--- config.mk ---
export PLATFORM = sky130hd
export DESIGN_NAME = instr_mem_bank_ctrl
export DESIGN_NICKNAME = d
export VERILOG_FILES = /design/src/rtl/instr_mem_pkg.sv /design/src/rtl/instr_mem_resp_fifo.sv /design/src/rtl/instr_mem_bank_ctrl.sv
export SDC_FILE = /design/constraint.sdc
export NUM_CORES = 1
export LEC_CHECK = 0
export ABC_AREA = 1
export BUFFER_PORTS_ARGS = -buffer_cell sky130_fd_sc_hd__buf_4
export CORE_AREA = 2 2 124 126
export CTS_CLUSTER_SIZE = 16
export DETAILED_ROUTE_END_ITERATION = 6
export DIE_AREA = 0 0 126 128
export GPL_TIMING_DRIVEN = 0
export PLACE_DENSITY_LB_ADDON = 0.15
export SYNTH_ARGS = -nofsm -noshare
export SYNTH_HDL_FRONTEND = slang
export SYNTH_SLANG_ARGS = --single-unit
--- constraint.sdc ---
create_clock -name clk -period 2.8 [get_ports clk]
set_clock_uncertainty 0.2 [all_clocks]
set_input_delay 0 -clock clk [delete_from_list [all_inputs] [get_ports clk]]
set_output_delay 0 -clock clk [all_outputs]
set_load 0.01 [all_outputs]
--- src/rtl/instr_mem_pkg.sv ---
// Shared types and sizing for the banked instruction-memory controller.
// The structs are sized from the default build parameters below. The top
// module takes its parameter defaults from here, so a non-default build
// should change these values together with the top-level overrides.
package instr_mem_pkg;

   localparam int RAM_SIZE_DEF   = 32768;
   localparam int NUM_BANKS_DEF  = 4;
   localparam int DATA_WIDTH_DEF = 32;

   // A single bank still needs a 1-bit index field so the struct stays legal
   localparam int BANK_IDX_W = (NUM_BANKS_DEF > 1) ? $clog2(NUM_BANKS_DEF) : 1;
   localparam int BANK_AW    = $clog2(RAM_SIZE_DEF / NUM_BANKS_DEF);

   typedef struct packed {
      logic [DATA_WIDTH_DEF-1:0] rdata;
      logic                      err;
   } resp_t;

   typedef struct packed {
      logic                  valid;
      logic                  is_rom;
      logic [BANK_IDX_W-1:0] bank_idx;
      logic                  is_write;
      logic                  err;
   } inflight_t;

endpackage

--- src/rtl/instr_mem_resp_fifo.sv ---
// In-order response FIFO. Synchronous push/pop, async active-high reset.
// The head entry is always visible on rdata; rdata is meaningless while empty.
module instr_mem_resp_fifo #(
   parameter int DEPTH = 2,
   parameter int WIDTH = 33
) (
   input  logic             clk,
   input  logic             rst,
   input  logic             push,
   input  logic [WIDTH-1:0] wdata,
   input  logic             pop,
   output logic [WIDTH-1:0] rdata,
   output logic             full,
   output logic             empty
);

   localparam int PTR_W = (DEPTH > 1) ? $clog2(DEPTH) : 1;
   localparam int CNT_W = $clog2(DEPTH + 1);

   logic [WIDTH-1:0] mem [DEPTH];
   logic [PTR_W-1:0] wr_ptr;
   logic [PTR_W-1:0] rd_ptr;
   logic [CNT_W-1:0] count;
   logic             do_push;
   logic             do_pop;

   function automatic logic [PTR_W-1:0] ptr_next(input logic [PTR_W-1:0] p);
      return (p == PTR_W'(DEPTH - 1)) ? '0 : p + 1'b1;
   endfunction

   assign full    = (count == CNT_W'(DEPTH));
   assign empty   = (count == '0);
   assign do_push = push && !full;
   assign do_pop  = pop && !empty;
   assign rdata   = mem[rd_ptr];

   // Entry storage; contents need no reset because count gates visibility
   always_ff @(posedge clk) begin
      if (do_push) begin
         mem[wr_ptr] <= wdata;
      end
   end

   // Pointer and occupancy bookkeeping
   always_ff @(posedge clk or posedge rst) begin
      if (rst) begin
         wr_ptr <= '0;
         rd_ptr <= '0;
         count  <= '0;
      end else begin
         if (do_push) begin
            wr_ptr <= ptr_next(wr_ptr);
         end
         if (do_pop) begin
            rd_ptr <= ptr_next(rd_ptr);
         end
         case ({do_push, do_pop})
            2'b10:   count <= count + 1'b1;
            2'b01:   count <= count - 1'b1;
            default: count <= count;
         endcase
      end
   end

endmodule

--- src/rtl/instr_mem_bank_ctrl.sv ---
// Instruction-memory controller: NUM_BANKS word-interleaved RAM banks plus a
// boot-ROM region (address MSB set), behind a req/gnt/rvalid/rready port.
// All macros have 1-cycle read latency. Each accepted access spends one
// cycle in the in-flight stage; its data is then either handed straight to
// the response port (FIFO empty) or queued behind older responses.
//
// Build option INSTR_MEM_ROM_WP_EN: when defined, writes to the ROM region
// answer with err_o=1; otherwise they are silently dropped (err_o=0).
module instr_mem_bank_ctrl
   import instr_mem_pkg::*;
#(
   parameter  int RAM_SIZE       = RAM_SIZE_DEF,
   parameter  int NUM_BANKS      = NUM_BANKS_DEF,
   parameter  int DATA_WIDTH     = DATA_WIDTH_DEF,
   parameter  int ROM_ADDR_WIDTH = 12,
   parameter  int RESP_DEPTH     = 2,
   parameter  int ADDR_WIDTH     = $clog2(RAM_SIZE) + 1,
   localparam int BANK_ADDR_W    = $clog2(RAM_SIZE / NUM_BANKS)
) (
   input  logic                            clk,
   input  logic                            rst,
   input  logic                            req_i,
   output logic                            gnt_o,
   input  logic [ADDR_WIDTH-1:0]           addr_i,
   input  logic                            we_i,
   input  logic [DATA_WIDTH/8-1:0]         be_i,
   input  logic [DATA_WIDTH-1:0]           wdata_i,
   output logic                            rvalid_o,
   input  logic                            rready_i,
   output logic [DATA_WIDTH-1:0]           rdata_o,
   output logic                            err_o,
   output logic [NUM_BANKS-1:0]            bank_en_o,
   output logic [BANK_ADDR_W-1:0]          bank_addr_o,
   output logic                            bank_we_o,
   output logic [DATA_WIDTH/8-1:0]         bank_be_o,
   output logic [DATA_WIDTH-1:0]           bank_wdata_o,
   input  logic [NUM_BANKS*DATA_WIDTH-1:0] bank_rdata_i,
   output logic                            rom_en_o,
   output logic [ROM_ADDR_WIDTH-1:0]       rom_addr_o,
   input  logic [DATA_WIDTH-1:0]           rom_rdata_i
);

   localparam int BANK_SHIFT = $clog2(NUM_BANKS);
   localparam int IDX_W      = (NUM_BANKS > 1) ? $clog2(NUM_BANKS) : 1;
   localparam int CNT_W      = $clog2(RESP_DEPTH + 1);
   localparam int RESP_W     = $bits(resp_t);

`ifdef INSTR_MEM_ROM_WP_EN
   localparam bit ROM_WP = 1'b1;
`else
   localparam bit ROM_WP = 1'b0;
`endif

   logic             is_rom_req;
   logic             accept;
   logic [IDX_W-1:0] req_bank;
   logic [CNT_W-1:0] cnt;
   logic             resp_pop;

   inflight_t        infl;
   resp_t            infl_resp;
   resp_t            fifo_head;
   resp_t            resp_head;
   logic             fifo_push;
   logic             fifo_pop;
   logic             fifo_full;
   logic             fifo_empty;

   // ---------------------------------------------------------------------
   // Request side: admission and address decode
   // ---------------------------------------------------------------------
   assign is_rom_req = addr_i[ADDR_WIDTH-1];
   assign req_bank   = (NUM_BANKS > 1) ? addr_i[2 +: IDX_W] : '0;

   // cnt covers the in-flight stage as well as queued entries, so a pop only
   // frees a slot once the count register has actually dropped.
   assign gnt_o  = req_i && !rst && (cnt < CNT_W'(RESP_DEPTH));
   assign accept = req_i && gnt_o;

   // One-hot bank enable for RAM-region accesses in the accept cycle
   always_comb begin
      bank_en_o = '0;
      if (accept && !is_rom_req) begin
         bank_en_o[req_bank] = 1'b1;
      end
   end

   // Upper word-index bits select the row inside the bank; byte offset dropped
   assign bank_addr_o  = {addr_i[2+BANK_SHIFT +: BANK_ADDR_W-2], 2'b00};
   assign bank_we_o    = we_i;
   assign bank_be_o    = be_i;
   assign bank_wdata_o = wdata_i;

   // ROM is read-only: writes never reach the macro in either build
   assign rom_en_o   = accept && is_rom_req && !we_i;
   assign rom_addr_o = addr_i[ROM_ADDR_WIDTH-1:0];

   // Capture what the returning data will need one cycle later
   always_ff @(posedge clk or posedge rst) begin
      if (rst) begin
         infl <= '0;
      end else begin
         infl.valid    <= accept;
         infl.is_rom   <= is_rom_req;
         infl.bank_idx <= req_bank;
         infl.is_write <= we_i;
         infl.err      <= ROM_WP && is_rom_req && we_i;
      end
   end

   // Occupancy: +1 on accept, -1 on consumed response, unchanged on both
   always_ff @(posedge clk or posedge rst) begin
      if (rst) begin
         cnt <= '0;
      end else begin
         case ({accept, resp_pop})
            2'b10:   cnt <= cnt + 1'b1;
            2'b01:   cnt <= cnt - 1'b1;
            default: cnt <= cnt;
         endcase
      end
   end

   // ---------------------------------------------------------------------
   // Response side
   // ---------------------------------------------------------------------

   // Pick the macro data for the access now leaving the in-flight stage
   always_comb begin
      infl_resp = '0;
      if (infl.valid) begin
         infl_resp.err = infl.err;
         if (!infl.is_write) begin
            infl_resp.rdata = infl.is_rom ? rom_rdata_i
                            : bank_rdata_i[infl.bank_idx*DATA_WIDTH +: DATA_WIDTH];
         end
      end
   end

   // With an empty queue the in-flight result is presented directly, which
   // gives the 1-cycle accept-to-rvalid latency. If it is not consumed it is
   // queued and becomes the (unchanged) head next cycle. The full check is
   // defensive: admission control keeps the queue from filling while the
   // in-flight stage is occupied.
   assign fifo_push = infl.valid && !fifo_full && !(fifo_empty && rready_i);
   assign fifo_pop  = !fifo_empty && rready_i;

   instr_mem_resp_fifo #(
      .DEPTH (RESP_DEPTH),
      .WIDTH (RESP_W)
   ) u_resp_fifo (
      .clk   (clk),
      .rst   (rst),
      .push  (fifo_push),
      .wdata (infl_resp),
      .pop   (fifo_pop),
      .rdata (fifo_head),
      .full  (fifo_full),
      .empty (fifo_empty)
   );

   assign resp_head = fifo_empty ? infl_resp : fifo_head;
   assign rvalid_o  = !fifo_empty || infl.valid;
   assign rdata_o   = resp_head.rdata;
   assign err_o     = resp_head.err;
   assign resp_pop  = rvalid_o && rready_i;

endmodule

## Word level (Yosys, flattened, before mapping)

Memory sizes are Yosys's and may differ from the RTL's.
Cells that the tools add are included.

- Reduce and logical (&&, ||, !) cells: 24
- Shifts and indexed selects: 1
- $lt $le $gt $ge: 3
- Muxes and demuxes: 13
- Equality and inequality tests: 5
- Add/subtract/negate cells: 6

Operators by type and width:

| cell | count |
|---|---|
| $shiftx A128 B8 Y32 | 1 |
| $mux W33 | 2 |
| $mux W32 | 2 |
| $logic_and A1 B1 Y1 | 14 |
| $pmux W2 S2 | 2 |
| $eq A2 B2 Y1 const B | 3 |
| $logic_not A1 Y1 | 6 |
| $mux W1 | 5 |
| $add A2 B1 Y2 const B | 2 |
| $eq A2 B1 Y1 const B | 2 |
| $mux W4 | 1 |
| $reduce_bool A2 Y1 | 2 |
| $sub A2 B1 Y2 const B | 2 |
| $lt A2 B3 Y1 const B | 1 |
| $add A1 B1 Y1 const B | 2 |
| $demux W1 S2 | 1 |
| $ge A2 B1 Y1 const B | 1 |
| $logic_not A2 Y1 | 1 |
| $lt A2 B2 Y1 const B | 1 |
| $logic_or A1 B1 Y1 | 1 |

- Register bits after elaboration: 11
- Memories kept: 1
- Input port bits: 217
- Bits in writable memories: 66
- Output and inout port bits: 102

Memories:

| memory | words | bits a word | rd ports | clocked after Yosys merged registers in | wr ports | RTL line | RTL |
|---|---|---|---|---|---|---|---|
| u_resp_fifo.mem | 2 | 33 | 1 | 0 | 1 | instr_mem_resp_fifo.sv:20 | `logic [WIDTH-1:0] mem [DEPTH];` |

## Longest topological paths before layout

- Word-level depth: 7
- Depth in mapped cells: 8
- Gate-level depth less buffers: 8

## Modules after synthesis

From an unflattened synthesis, not the netlist that was laid out.

- Cell total of the unflattened synthesis: 796
- Area, all modules: 5,714.2 µm²

Modules (own cells, without submodules):

| module | cells an instance | times used | area an instance (µm²) |
|---|---|---|---|
| instr_mem_bank_ctrl | 591 | 1 | 3,039.2 |
| instr_mem_resp_fifo | 205 | 1 | 2,675.1 |

## Worst setup path after synthesis

Ideal clock, no wire load.

- Path kind: register -> register
- Start point: reg u_resp_fifo.count[1]
- End point: mem u_resp_fifo.mem[1][10], enable pin
- Arrival time: 2.044 ns
- Required time: 2.178 ns
- Setup slack: 0.134 ns
- Stages on the path, launching flop included: 4
- Buffers on the path: 0
- Cell sequence: dfrtp_1 o21bai_1 nand2_1 nor2_1

- Longest elaborated chain between the ends: 7
- Elaborated cells between the ends (all ways): 10
- Classes of those cells: eq/ne: 1; mux: 2; reduce/logical: 7

Ends and longest elaborated chain:

| item | RTL line | RTL |
|---|---|---|
| from (decl) | instr_mem_resp_fifo.sv:23 | `logic [CNT_W-1:0] count;` |
| from (signal assigned) | instr_mem_resp_fifo.sv:58 | `2'b10: count <= count + 1'b1;` |
| from (signal assigned) | instr_mem_resp_fifo.sv:59 | `2'b01: count <= count - 1'b1;` |
| from (signal assigned) | instr_mem_resp_fifo.sv:60 | `default: count <= count;` |
| $eq A2 B2 Y1 or $logic_not A2 Y1 (tied branches) | instr_mem_resp_fifo.sv:31, instr_mem_resp_fifo.sv:32 |  |
| $logic_not A1 Y1 or $logic_and A1 B1 Y1 (tied branches) | instr_mem_resp_fifo.sv:33, instr_mem_bank_ctrl.sv:145 |  |
| $logic_and A1 B1 Y1 or $logic_not A1 Y1 (tied branches) | instr_mem_bank_ctrl.sv:145 | `assign fifo_push = infl.valid && !fifo_full && !(fifo_empty && rready_i);` |
| $logic_and A1 B1 Y1 | instr_mem_bank_ctrl.sv:145 |  |
| $logic_and A1 B1 Y1 (*) | instr_mem_resp_fifo.sv:33 | `assign do_push = push && !full;` |
| $mux W1 (*) | instr_mem_resp_fifo.sv:39 | `if (do_push) begin` |
| $mux W1 (not written as such) (*) | instr_mem_resp_fifo.sv:40 | `mem[wr_ptr] <= wdata;` |
| to (decl) | instr_mem_resp_fifo.sv:20 |  |

Mark *: on every way between the ends. The rest lies on a longest branch, timed or not.

==> metrics.md <==
| Metric | Value |
|---|---|
| Status | finished with violations |
| Failing checks | hold timing |
| IO Port Bufs | ~270 |
| Area delta synth->final | 61.18% |
| Residual DRC | 0 |
| Max Freq | 416.4 MHz |
| Crit end category | flip-flop |
| # hold bufs at CTS | 75 |
| Max Slew Vio Count | 0 |
| Yosys reg bits | 75 |
| RSZ-0062 raised after global routing | false |
| Post-synthesis sequential area ratio | 39.98% |
| Worst R2R Setup Slack | around 0.4 ns |
| I/O pins | 319 |
| Leading area contributor after synthesis | edfxtp_1 |
| Vias | 6021 |
| Design Power | about 5 mW |
| Worst setup path endpoint | u_resp_fifo.mem[1][28]$_DFFE_PP_ |
| Pre-antenna DRT Iters | 4 |
| Routed wire length per instance | 15.07 um |
| Max incr delay on CP | 0.58 ns |
| Post-synthesis area per instance | 7.416 um2 |
| Ant. Diodes | 0 |
| Worst setup path startpoint | infl[4]$_DFF_PP0_ |
| Initial cell density of the core | approximately 37% |
| Vias in the first global route | roughly 5.9k |
| Sink Count | 75 |
| Library cells used by synthesis | 28 |
| Relative max-transition margin | 60.33% |
| Slew @ Worst Pin | 0.5950 ns |
| Post-synth top cells | 260 x nand2_1, 96 x nand3_1, 64 x edfxtp_1 |
| Worst hold path class | in -> reg |
| CTS resizes | 0 |
| Critical R2R Launch | infl[4]$_DFF_PP0_ |
| Root buffer cell | clkbuf_16 |
| Worst vdd ir | 0.0003935 V |
| Die Span Y | ~130 um |
| Final hold vios | 2 |
| Final min period | 2.402 ns |
| Final wirelength | 19440 um |
| Reg clk slew, reported paths | 0.06 ns |
| Via density | approximately 4.7 |
| ANT nets after route | 0 |
| Yosys warnings | 0 |
| Yosys top cell area share | 34.97% |
| Hold WS | -0.0009412 ns |
| Crit-path cells | clkinv_1, buf_2, clkbuf_1, a21boi_1, dlygate4sd3_1 |
| Slowest CP cell | dlygate4sd3_1 |
| CP required | between 2 and 3 ns |
| Max FO, Critical Path | 10 |
| Placement Rows | 45 |
| Main synth FF type | edfxtp_1 |
| Mapped Cells | between 700 and 800 |
| Clock Latency Late Sink | 0.33 ns |
| Remaining global-route overflow | 0 |
| Worst Path Arrival | between 2 and 2.5 ns |
| Core region area | about 0.015 mm2 |
| Initial antenna violation count | 0 |
| Pwr/cell area | 579.9 mW/mm2 |
| Post-synth EDFFs | 64 |
| Global-route wire length before repair | roughly 30000 um |
| Max clock buf depth | 2 |
| Die area | 0.01613 mm2 |
| Mapped cell area | between 0.005 and 0.006 mm2 |
| FFs w/ async S/R, synth | between 10% and 20% |
| Setup CP Type | reg -> reg |
| Nets | 1316 |
| # Post-CTS Setup Buffers | 0 |
| Main area contributors after synthesis | edfxtp_1 35%, nand2_1 18%, nand3_1 8.7% |
| Cell Count Post-Placement | approximately 1.2k |
| FF+latch area | around 0.0022 mm2 |
| Leak | around 4.3 nW |
| FF-to-FF End | u_resp_fifo.mem[1][28]$_DFFE_PP_ |
| Max-Cap Viols | 0 |
| Multi-input gate area | 0.002456 mm2 |
| Detailed-placement wirelength estimate | 13930 um |
| CTS tree | built |
| Worst r2r path cells | 5 |
| Crit path launch type | flip-flop |
| Period utilisation layout | a little under nine tenths |
| Fill count | approximately 1.4k |
| Starting DRT DRC Count | about 220 |
| Share of cells above drive strength 1 | 36.39% |
| Num CTS Buffers | 9 |
| Pin count of the biggest net entering global routing | 32 |
| Total global-route track usage | between 20% and 30% |
| DIE WIDTH | 126 um |
| H-tree Lvls | 3 |
| RePlAce Congestion | 0.8070 |
| Final setup fails | 0 |
| Final Non-Filler Cells | ~1.3k |
| Count leader, synth | nand2_1 |
-- per-layer routing --
| layer | wire, um | share of wire, % | global-route usage [%] | vias to the layer above |
|---|---|---|---|---|
| li1 | - | - | - | 3065 |
| met1 | 7848 | 40 | 28.20 | 2717 |
| met2 | 10140 | 52 | 44.24 | 215 |
| met3 | 1132 | 5.8 | 3.673 | 24 |
| met4 | 317 | 1.6 | 7.046 | 0 |
| met5 | 0 | 0 | 0 | - |
-- how the worst min path moves through the flow --
stage,slack [ns],cells after the start,to,startpoint
finish,-0.0009,5,u_resp_fifo.mem[0][16]$_DFFE_PP_,bank_rdata_i[79]
global route,0.02,5,u_resp_fifo.mem[0][16]$_DFFE_PP_,bank_rdata_i[79]
CTS,0.0003,5,u_resp_fifo.mem[0][16]$_DFFE_PP_,bank_rdata_i[79]
detailed placement,-0.16,2,infl[2]$_DFF_PP0_,rst
global placement,-0.17,2,infl[2]$_DFF_PP0_,rst
floorplan,-0.34,1,cnt[0]$_DFFE_PP0P_,rst
-- critical path: cells and delay by family (launching register included) --
family	cells	cell delay (ns)
DFF	1	0.37
AOI/OAI and AO/OA	1	0.13
buffers and inverters	4	1.44
-- placed cells by master (no fill, tap or decap), types with 2 or more instances in the layout --
master,count
clkinv_1,3
buf_2,16
a21oi_1,4
a21boi_1,27
dfrtp_1,11
nor2_4,3
inv_2,3
a21boi_2,3
nand3_1,96
o211ai_1,32
buf_4,329
o21ai_0,2
edfxtp_1,64
bufinv_16,2
nor2_2,28
clkbuf_16,9
clkbuf_1,27
dlygate4sd3_1,75
nor2_1,40
xnor2_1,4
ha_1,2
conb_1,3
a21boi_0,2
buf_6,4
nor3_1,5
inv_1,40
nand2_1,260
-- cell families after synthesis --
family | share of synthesized area (%)
flip-flops | 39.98
buffers and inverters | 15.73
AO/OA/AOI/OAI | 9.631
other | 0.06824
XOR/XNOR | 0.7969
AND/OR/NAND/NOR | 33.33
adder cells (fa/ha/maj) | 0.4553
-- area by class of cell --
cell class                      count  share of cell area, %
Tap cell                          188                  2.656
Inverter                           44                  1.865
Clock buffer                       10                  2.585
Sequential cell                    75                  24.81
Timing Repair Buffer              343                  31.56
Clock inverter                      6                 0.9041
Buffer                            110                  7.897
Multi-Input combinational cell    514                  27.73
-- sequential cells by signal, summed over array words and instances, names as in the netlist --
signal / flops
u_resp_fifo.count: 2
u_resp_fifo.wr_ptr: 1
infl: 5
u_resp_fifo.mem: 64
u_resp_fifo.rd_ptr: 1
cnt: 2
-- per-stage QoR --
stage | utilization [%] | setup TNS [ns] | hold WS [ns] | worst slack, ns | area [um2]
2_1_floorplan | - | 0 | -0.3395 | 0.1338 | 5503
3_3_place_gp | 52.04 | -45.83 | -0.1703 | -0.7410 | 7735
3_5_place_dp | 52.46 | 0 | -0.1600 | 0.5826 | 7797
4_1_cts | 59.59 | 0 | 0.0003039 | 0.3659 | 8857
5_1_grt | 59.59 | 0 | 0.02313 | 0.2363 | 8857
6_report | 59.59 | 0 | -0.0009412 | 0.3985 | 8857
-- power breakdown --
group / switching, mW / leakage, nW / internal [mW]
registers: 0.0626 / 0.726 / 1.36
logic: 1.37 / 3.45 / 1.15
clock network: 0.428 / 0.148 / 0.772
total: 1.86 / 4.33 / 3.28
No activity file was read; power rests on OpenSTA's default activity.
